$ cat src/rtl/reg_scoreboard_pkg.sv
// reg_scoreboard_pkg: shared write/read type encodings and scoreboard sizing defaults
package reg_scoreboard_pkg;

    localparam int NREG_DEF  = 32;
    localparam int CNT_W_DEF = 2;

    typedef enum logic [2:0] {
        WT_NONE = 3'b000,
        WT_WB   = 3'b001,
        WT_MEM  = 3'b010,
        WT_EXE  = 3'b100
    } wt_e;

    typedef enum logic [1:0] {
        RT_RS   = 2'b01,
        RT_RT   = 2'b10,
        RT_RTRS = 2'b11
    } rt_e;

endpackage

$ cat src/rtl/reg_scoreboard_cnt_cell.sv
// sb_cnt_cell: per-register pending-write counter that never wraps and flags illegal retires
module sb_cnt_cell #(
    parameter int CNT_W = 2
) (
    input  logic             clk,
    input  logic             resetn,
    input  logic             inc,
    input  logic             dec,
    input  logic             flush,
    output logic [CNT_W-1:0] count,
    output logic             nonzero,
    output logic             at_max,
    output logic             underflow_pulse
);

    logic [CNT_W-1:0] r_cnt;
    logic             w_dec_ok;

    assign count           = r_cnt;
    assign nonzero         = |r_cnt;
    assign at_max          = &r_cnt;
    assign w_dec_ok        = dec && nonzero;
    assign underflow_pulse = dec && !nonzero;

    // flush wins; a simultaneous legal inc and dec cancel; saturation is prevented upstream by issue_ready
    always_ff @(posedge clk or negedge resetn) begin
        if (!resetn)                  r_cnt <= '0;
        else if (flush)               r_cnt <= '0;
        else if (inc && !w_dec_ok)    r_cnt <= r_cnt + 1'b1;
        else if (!inc && w_dec_ok)    r_cnt <= r_cnt - 1'b1;
    end

endmodule

$ cat src/rtl/reg_scoreboard.sv
// reg_scoreboard: tracks in-flight register writes and reports busy registers and operand readiness
module reg_scoreboard
    import reg_scoreboard_pkg::*;
#(
    parameter int NREG  = NREG_DEF,
    parameter int CNT_W = CNT_W_DEF
) (
    input  logic                    clk,
    input  logic                    resetn,
    input  logic                    issue_valid,
    input  logic [2:0]              issue_write_type,
    input  logic [$clog2(NREG)-1:0] issue_wnum,
    output logic                    issue_ready,
    input  logic                    wb_valid,
    input  logic [2:0]              wb_write_type,
    input  logic [$clog2(NREG)-1:0] wb_wnum,
    input  logic                    flush,
    input  logic [1:0]              read_type,
    input  logic [$clog2(NREG)-1:0] RR1,
    input  logic [$clog2(NREG)-1:0] RR2,
    output logic                    rd_ready,
    output logic [NREG-1:0]         busy,
    output logic                    err_underflow
);

    localparam int AW = $clog2(NREG);

    logic [CNT_W-1:0] w_cnt [NREG];
    logic [NREG-1:0]  w_busy;
    logic [NREG-1:0]  w_at_max;
    logic [NREG-1:0]  w_uf;
    logic             w_issue_w;
    logic             w_wb_w;
    logic             w_issue_acc;
    logic             r_err;

    assign w_issue_w   = issue_valid && (issue_write_type != WT_NONE) && (issue_wnum != '0);
    assign w_wb_w      = wb_valid && (wb_write_type != WT_NONE) && (wb_wnum != '0);
    assign issue_ready = !(w_issue_w && w_at_max[issue_wnum] && !(w_wb_w && wb_wnum == issue_wnum));
    assign w_issue_acc = w_issue_w && issue_ready;

    assign w_cnt[0]    = '0;
    assign w_busy[0]   = 1'b0;
    assign w_at_max[0] = 1'b0;
    assign w_uf[0]     = 1'b0;

    for (genvar g = 1; g < NREG; g++) begin : g_cell
        sb_cnt_cell #(.CNT_W(CNT_W)) u_cell (
            .clk             (clk),
            .resetn          (resetn),
            .inc             (w_issue_acc && issue_wnum == AW'(g)),
            .dec             (w_wb_w && wb_wnum == AW'(g)),
            .flush           (flush),
            .count           (w_cnt[g]),
            .nonzero         (w_busy[g]),
            .at_max          (w_at_max[g]),
            .underflow_pulse (w_uf[g])
        );
    end

    assign busy          = w_busy;
    assign err_underflow = r_err;
    assign rd_ready      = !((read_type[0] && RR1 != '0 && w_cnt[RR1] != '0) ||
                             (read_type[1] && RR2 != '0 && w_cnt[RR2] != '0));

    // sticky underflow flag; only reset clears it, flush deliberately does not
    always_ff @(posedge clk or negedge resetn) begin
        if (!resetn) r_err <= 1'b0;
        else         r_err <= r_err || (|w_uf);
    end

endmodule

$ cat config.mk
export PLATFORM = sky130hd
export DESIGN_NAME = reg_scoreboard
export DESIGN_NICKNAME = d
export VERILOG_FILES = /design/src/rtl/reg_scoreboard_pkg.sv /design/src/rtl/reg_scoreboard_cnt_cell.sv /design/src/rtl/reg_scoreboard.sv
export SDC_FILE = /design/constraint.sdc
export NUM_CORES = 1
export LEC_CHECK = 0
export BUFFER_PORTS_ARGS = -buffer_cell sky130_fd_sc_hd__buf_4
export CAP_MARGIN = 30
export CORE_MARGIN = 1.5
export CORE_UTILIZATION = 54
export CTS_CLUSTER_DIAMETER = 30
export CTS_CLUSTER_SIZE = 14
export DETAILED_ROUTE_END_ITERATION = 8
export PLACE_DENSITY = 0.75
export SLEW_MARGIN = 20
export SYNTH_ARGS = -nofsm -noshare
export SYNTH_HDL_FRONTEND = slang
export SYNTH_SLANG_ARGS = --single-unit
$ cat constraint.sdc
create_clock -name clk -period 2.9 [get_ports clk]
set_input_delay 0.145 -clock clk [delete_from_list [all_inputs] [get_ports clk]]
set_output_delay 0.145 -clock clk [all_outputs]
set_load 0.03 [all_outputs]
After elaboration in Yosys (flattened, before gate mapping)
Cells that the tools add are included.
- add/sub/neg operators: 62
- order comparisons: 3
- equality and inequality tests: 63
- muxes and demuxes: 101
- bitwise gates (word level): 2
- reductions and logical operators: 398
- operator list (cell ; count):
    1-bit logical AND ; 198
    2-bit two-way mux ; 97
    5-bit equality test (second input constant) ; 32
    3-bit nonzero test ; 33
    1-bit zero test ; 96
    5-bit by 4-bit equality test with 1-bit output (second input constant) ; 16
    2-bit by 1-bit adder with 2-bit output (second input constant) ; 31
    2-bit AND reduction ; 31
    2-bit OR reduction ; 31
    2-bit by 1-bit subtractor with 2-bit output (second input constant) ; 31
    5-bit by 3-bit equality test with 1-bit output (second input constant) ; 8
    31-bit OR reduction ; 1
    2-bit binary-select mux with 5-bit select ; 2
    5-bit by 2-bit equality test with 1-bit output (second input constant) ; 4
    5-bit nonzero test ; 4
    6-bit greater-or-equal comparator (second input constant) ; 2
    5-bit NOT with 6-bit output ; 2
    5-bit by 1-bit equality test with 1-bit output (second input constant) ; 2
    5-bit by 6-bit < comparator with 1-bit output (second input constant) ; 1
    1-bit binary-select mux with 5-bit select ; 1
    5-bit equality test ; 1
    2-bit nonzero test ; 2
    1-bit logical OR ; 2
    1-bit two-way mux ; 1
- bits in registers: 63
- input bits: 33
- output and inout bits: 35
- logic and storage cells: 661

Depth between registers and ports, before layout
- depth in word-level cells: 14
- gate-level depth with buffers: 10

Modules after synthesis
A second synthesis with hierarchy kept.
- cells, all modules: 797
- area total of the unflattened synthesis: 6775.2 µm²
- modules (own cells, without submodules) (module ; times used ; cells an instance ; area each (µm²)):
    sb_cnt_cell at g_cell[10].u_cell ... ; 30 ; 16 ; 148.9
    reg_scoreboard ; 1 ; 301 ; 2160.8
    sb_cnt_cell at g_cell[9].u_cell ; 1 ; 16 ; 147.6

Worst setup path before layout
Ideal clock, no wire load.
- path kind: register -> output
- from: register g_cell[29].u_cell.r_cnt[1]
- to: output port issue_ready
- arrival time: 1885 ps
- required time: 2755 ps
- slack: 870 ps
- stages on the path, launching flop included: 9
- cells stage by stage: dfrtp_1 -> nand2_1 -> o2111ai_1 -> o2111ai_2 -> nor4_4 -> buf_4 -> nand2_1 -> o31ai_1 -> nand2_1
- cells in the longest elaborated chain, start to end: 6
- ends and longest elaborated chain (what ; line ; source):
    from (decl) ; reg_scoreboard_cnt_cell.sv:16 ; logic [CNT_W-1:0] r_cnt;
    from (signal assigned) ; reg_scoreboard_cnt_cell.sv:29 ; else if (inc && !w_dec_ok) r_cnt <= r_cnt + 1'b1;
    from (signal assigned) ; reg_scoreboard_cnt_cell.sv:30 ; else if (!inc && w_dec_ok) r_cnt <= r_cnt - 1'b1;
    2-bit AND reduction ; reg_scoreboard_cnt_cell.sv:21 ; assign at_max = &r_cnt;
    1-bit binary-select mux with 5-bit select ; reg_scoreboard.sv:39 ; assign issue_ready = !(w_issue_w && w_at_max[issue_wnum] && !(w_wb_w && wb_wnum == issue_wnum));
    1-bit two-way mux (not written as such) ; reg_scoreboard.sv:39 ;
    1-bit logical AND (2 in series) ; reg_scoreboard.sv:39 ;
    1-bit zero test ; reg_scoreboard.sv:39 ;
    to (decl) ; reg_scoreboard.sv:13 ; output logic issue_ready,
Every way passes these cells. The select of a mux whose other input is x is not followed.

Final worst setup path
Same ends and word-level chain as after synthesis.

==> impl_results.md <==
* Drc violations at 0
* Clock sinks at 63
* Post-Syn Area at 5600 um2
* Syn avg cell area at 7.84 um2
* Syn_nets at 748
* CTS tree: done
* Clock share of power at 0.402
* Row count at 37
* First-pass GRT wire length at 28200 um
* Post-Syn Instances at 715
* Cell Int Power at 0.00147 W
* Most used DFF post-synth: dfrtp_1
* RSZ-0062 raised after global routing: no
* Outcome: finished clean
* Number of max-cap violations at 0
* Synth Area in Simple Gates at 0.270
* Critical Path RT at 2.76 ns
* Final hold vios at 0
* Post-DP HPWL at 13100 um
* Layout Area Growth over Synthesis at 9.96%
* Cts repair resizes at 0
* Drt pass-1 iters at 7
* Post-route core utilization at 0.605
* Number of flops mapped to enable cells by yosys at 0
* Post-route ant nets at 0
* IO Count at 68
* Layout cells sized above 1 at 0.200
* Sum Neg Setup Slack at 0 ns
* Die width at 105 um
* Yosys cell types at 71
* Top cell type's share of synthesized area at 0.281
* Deepest clock path buffer count at 2
* H-tree levels at 3
* Critical path type: reg2out
* CTS root buf: clkbuf_8
* DR iter-0 viols at 422
* Min-Delay Path Class: in2reg
* Syn. warnings at 0
* Sw power at 0.000619 W
* Largest family of logic cells by synthesized area: simple AND/OR/NAND/NOR gates
* Post-Synth Adder-Cell Area at 0
* Mux contribution to synthesized area at 0.0659
* Chip height at 105 um
* Count leader, synth: nor2_1
* Layout Nets at 768
* Vias per cell at 6.35
* CP Max Fanout at 12
* Antenna diodes at 0
* Core Area at 10200 um2
* Fin. max-slew vios at 0
* Synth Area in XOR/XNOR at 0.0641
* Lkg Pwr at 2.56 nW
* Peak VDD IR at 0.000179 V
* Vias in the first global route at 5371
* Clock Latency Late Sink at 0.36 ns
* Antenna violations before repair at 0
* Die area at 11000 um2
* Combinational share of power at 0.173
* Pwr/cell area at 339 nW/um2
* Top cells by count, synth: nor2_1 (92), dfrtp_1 (63), nand2_1 (62), o21ai_0 (54), a21oi_1 (49)
* Largest net degree at the start of global routing at 64
* Part of the power in registers at 0.425
* Gp weighted congestion at 0.948
* Final worst-path cycle share at 0.908
* Final setup fails at 0
* CP arrival at 2.49 ns
* GRT Overall Usage at 0.330
* Worst-path clk slew at 0.07 ns
* Detailed-route wire length at 17500 um
* Post-synth top area cell: dfrtp_1
* Critical path endpoint category: primary output
* Switching part of the total at 0.296
* Slew Limit Headroom at 0.434
* Starting density of the core at 0.550
* Yosys reg bits at 63
* Worst Skew at 0.00813 ns
* Post-synthesis compound-gate area fraction at 0.220
* Avg WL per Cell at 20.0 um
* Post-synth ARST share at 1.00
* CTS Buf Count at 9
* Fin crit period at 2.63 ns
* IO buf count at 66
* Area contributors post-synth: dfrtp_1 (28%), nor2_1 (6.2%), mux4_2 (6.0%), buf_4 (4.8%), o21ai_0 (4.8%)
* Max Clock Freq at 380 MHz
* Sequential element share of the synthesized area at 0.281
* Congestion Overflow GR at 0
* Vias at 5564
* Worst setup SP type: register
* Worst-Margin Slew at 0.850 ns
==> registers in the layout, summed over array words and instances, names as in the netlist <==
signal               cells
err_underflow            1
g_cell.u_cell.count     62
==> per-layer routing <==
layer / routed length, um / track usage / up-vias / part of all wire
met3: 1970 / 0.0930 / 48 / 0.11
met2: 7730 / 0.495 / 326 / 0.44
li1: - / - / 2540 / -
met1: 7260 / 0.447 / 2650 / 0.41
met4: 549 / 0.137 / 0 / 0.031
met5: 0 / 0 / - / 0
==> metrics by stage <==
| stage | area, um2 | cells | hold slack [ns] | power [W] | worst slack (ns) |
|---|---|---|---|---|---|
| 2_1_floorplan | 5600 | 715 | -0.151 | 0.00113 | 0.870 |
| 3_3_place_gp | 5940 | 859 | 0.296 | 0.00126 | 0.576 |
| 3_5_place_dp | 5940 | 859 | 0.304 | 0.00126 | 0.555 |
| 4_1_cts | 6160 | 876 | 0.190 | 0.00209 | 0.262 |
| 5_1_grt | 6160 | 876 | 0.260 | 0.00217 | 0.144 |
| 6_report | 6160 | 876 | 0.204 | 0.00209 | 0.266 |
==> layout make-up <==
cell class,count,area [um2]
fill,925,4020
multi-input combinational,546,3480
sequential,63,1580
timing repair buffer,77,581
clock buffer,14,173
tap,136,170
inverter,38,143
clock inverter,2,37.5
==> logic make-up after synthesis <==
group	after synthesis
other cells	1
xor+xnor	41
compound gates	192
buf+inv	106
flops	63
mux	18
simple gates	294
==> path summary, 6_finish.rpt <==
kind / startpoint / end / slack [ns] / cells after the start
worst min register to register: g_cell[22].u_cell.count[1] / g_cell[22].u_cell.count[1] / 0.59 / 2
worst min-delay path: wb_wnum[4] / err_underflow / 0.20 / 4
worst max register to register: g_cell[11].u_cell.count[0] / g_cell[1].u_cell.count[1] / 0.63 / 8
max in group asynchronous: resetn / g_cell[30].u_cell.count[1] / 1.90 / 2
min in group asynchronous: resetn / g_cell[7].u_cell.count[0] / 0.44 / 2
worst max-delay path: g_cell[29].u_cell.count[1] / issue_ready / 0.27 / 9
==> cells in the final DEF (no fill, tap or decap), types with 8 or more instances in the layout <==
cell	instances
dfrtp_1	63
nand2_1	62
nand3_1	16
o21ai_0	54
o31ai_1	8
a21oi_1	49
nor3_1	24
and2_1	19
clkbuf_8	12
buf_4	76
nor3b_1	11
inv_1	36
xor2_1	27
nor3_2	10
xnor2_1	14
or2_2	9
a211oi_1	9
o211ai_1	8
nand2b_1	9
a21oi_2	9
nor2_1	92
mux4_2	15
==> worst max-delay path, cell delays in order, from the launching register on <==
cell,delay (ns)
dfrtp_1,0.41
nand2_1,0.11
o2111ai_1,0.25
o2111ai_2,0.19
nor4_4,0.46
buf_4,0.31
nand2_1,0.08
o31ai_1,0.07
nand2_1,0.09
buf_4,0.18
==> what timing repair did <==
| item | 4_1_cts | 5_1_grt |
|---|---|---|
| endpoints found under the setup margin | 0 | 0 |
| buffers inserted | 0 | 0 |
| hold buffers | 1 | 0 |
| endpoints found under the hold margin | 63 | 0 |
==> power groups by stage <==
stage | Clock [W] | Sequential (W) | Combinational [W]
CTS | 0.000846 | 0.000887 | 0.000357
global route | 0.000894 | 0.000888 | 0.000389
floorplan | 0 | 0.000903 | 0.000231
finish | 0.000840 | 0.000888 | 0.000362
global placement | 0 | 0.000904 | 0.000352
detailed placement | 0 | 0.000905 | 0.000355
Power figures use the tool's default switching activity.
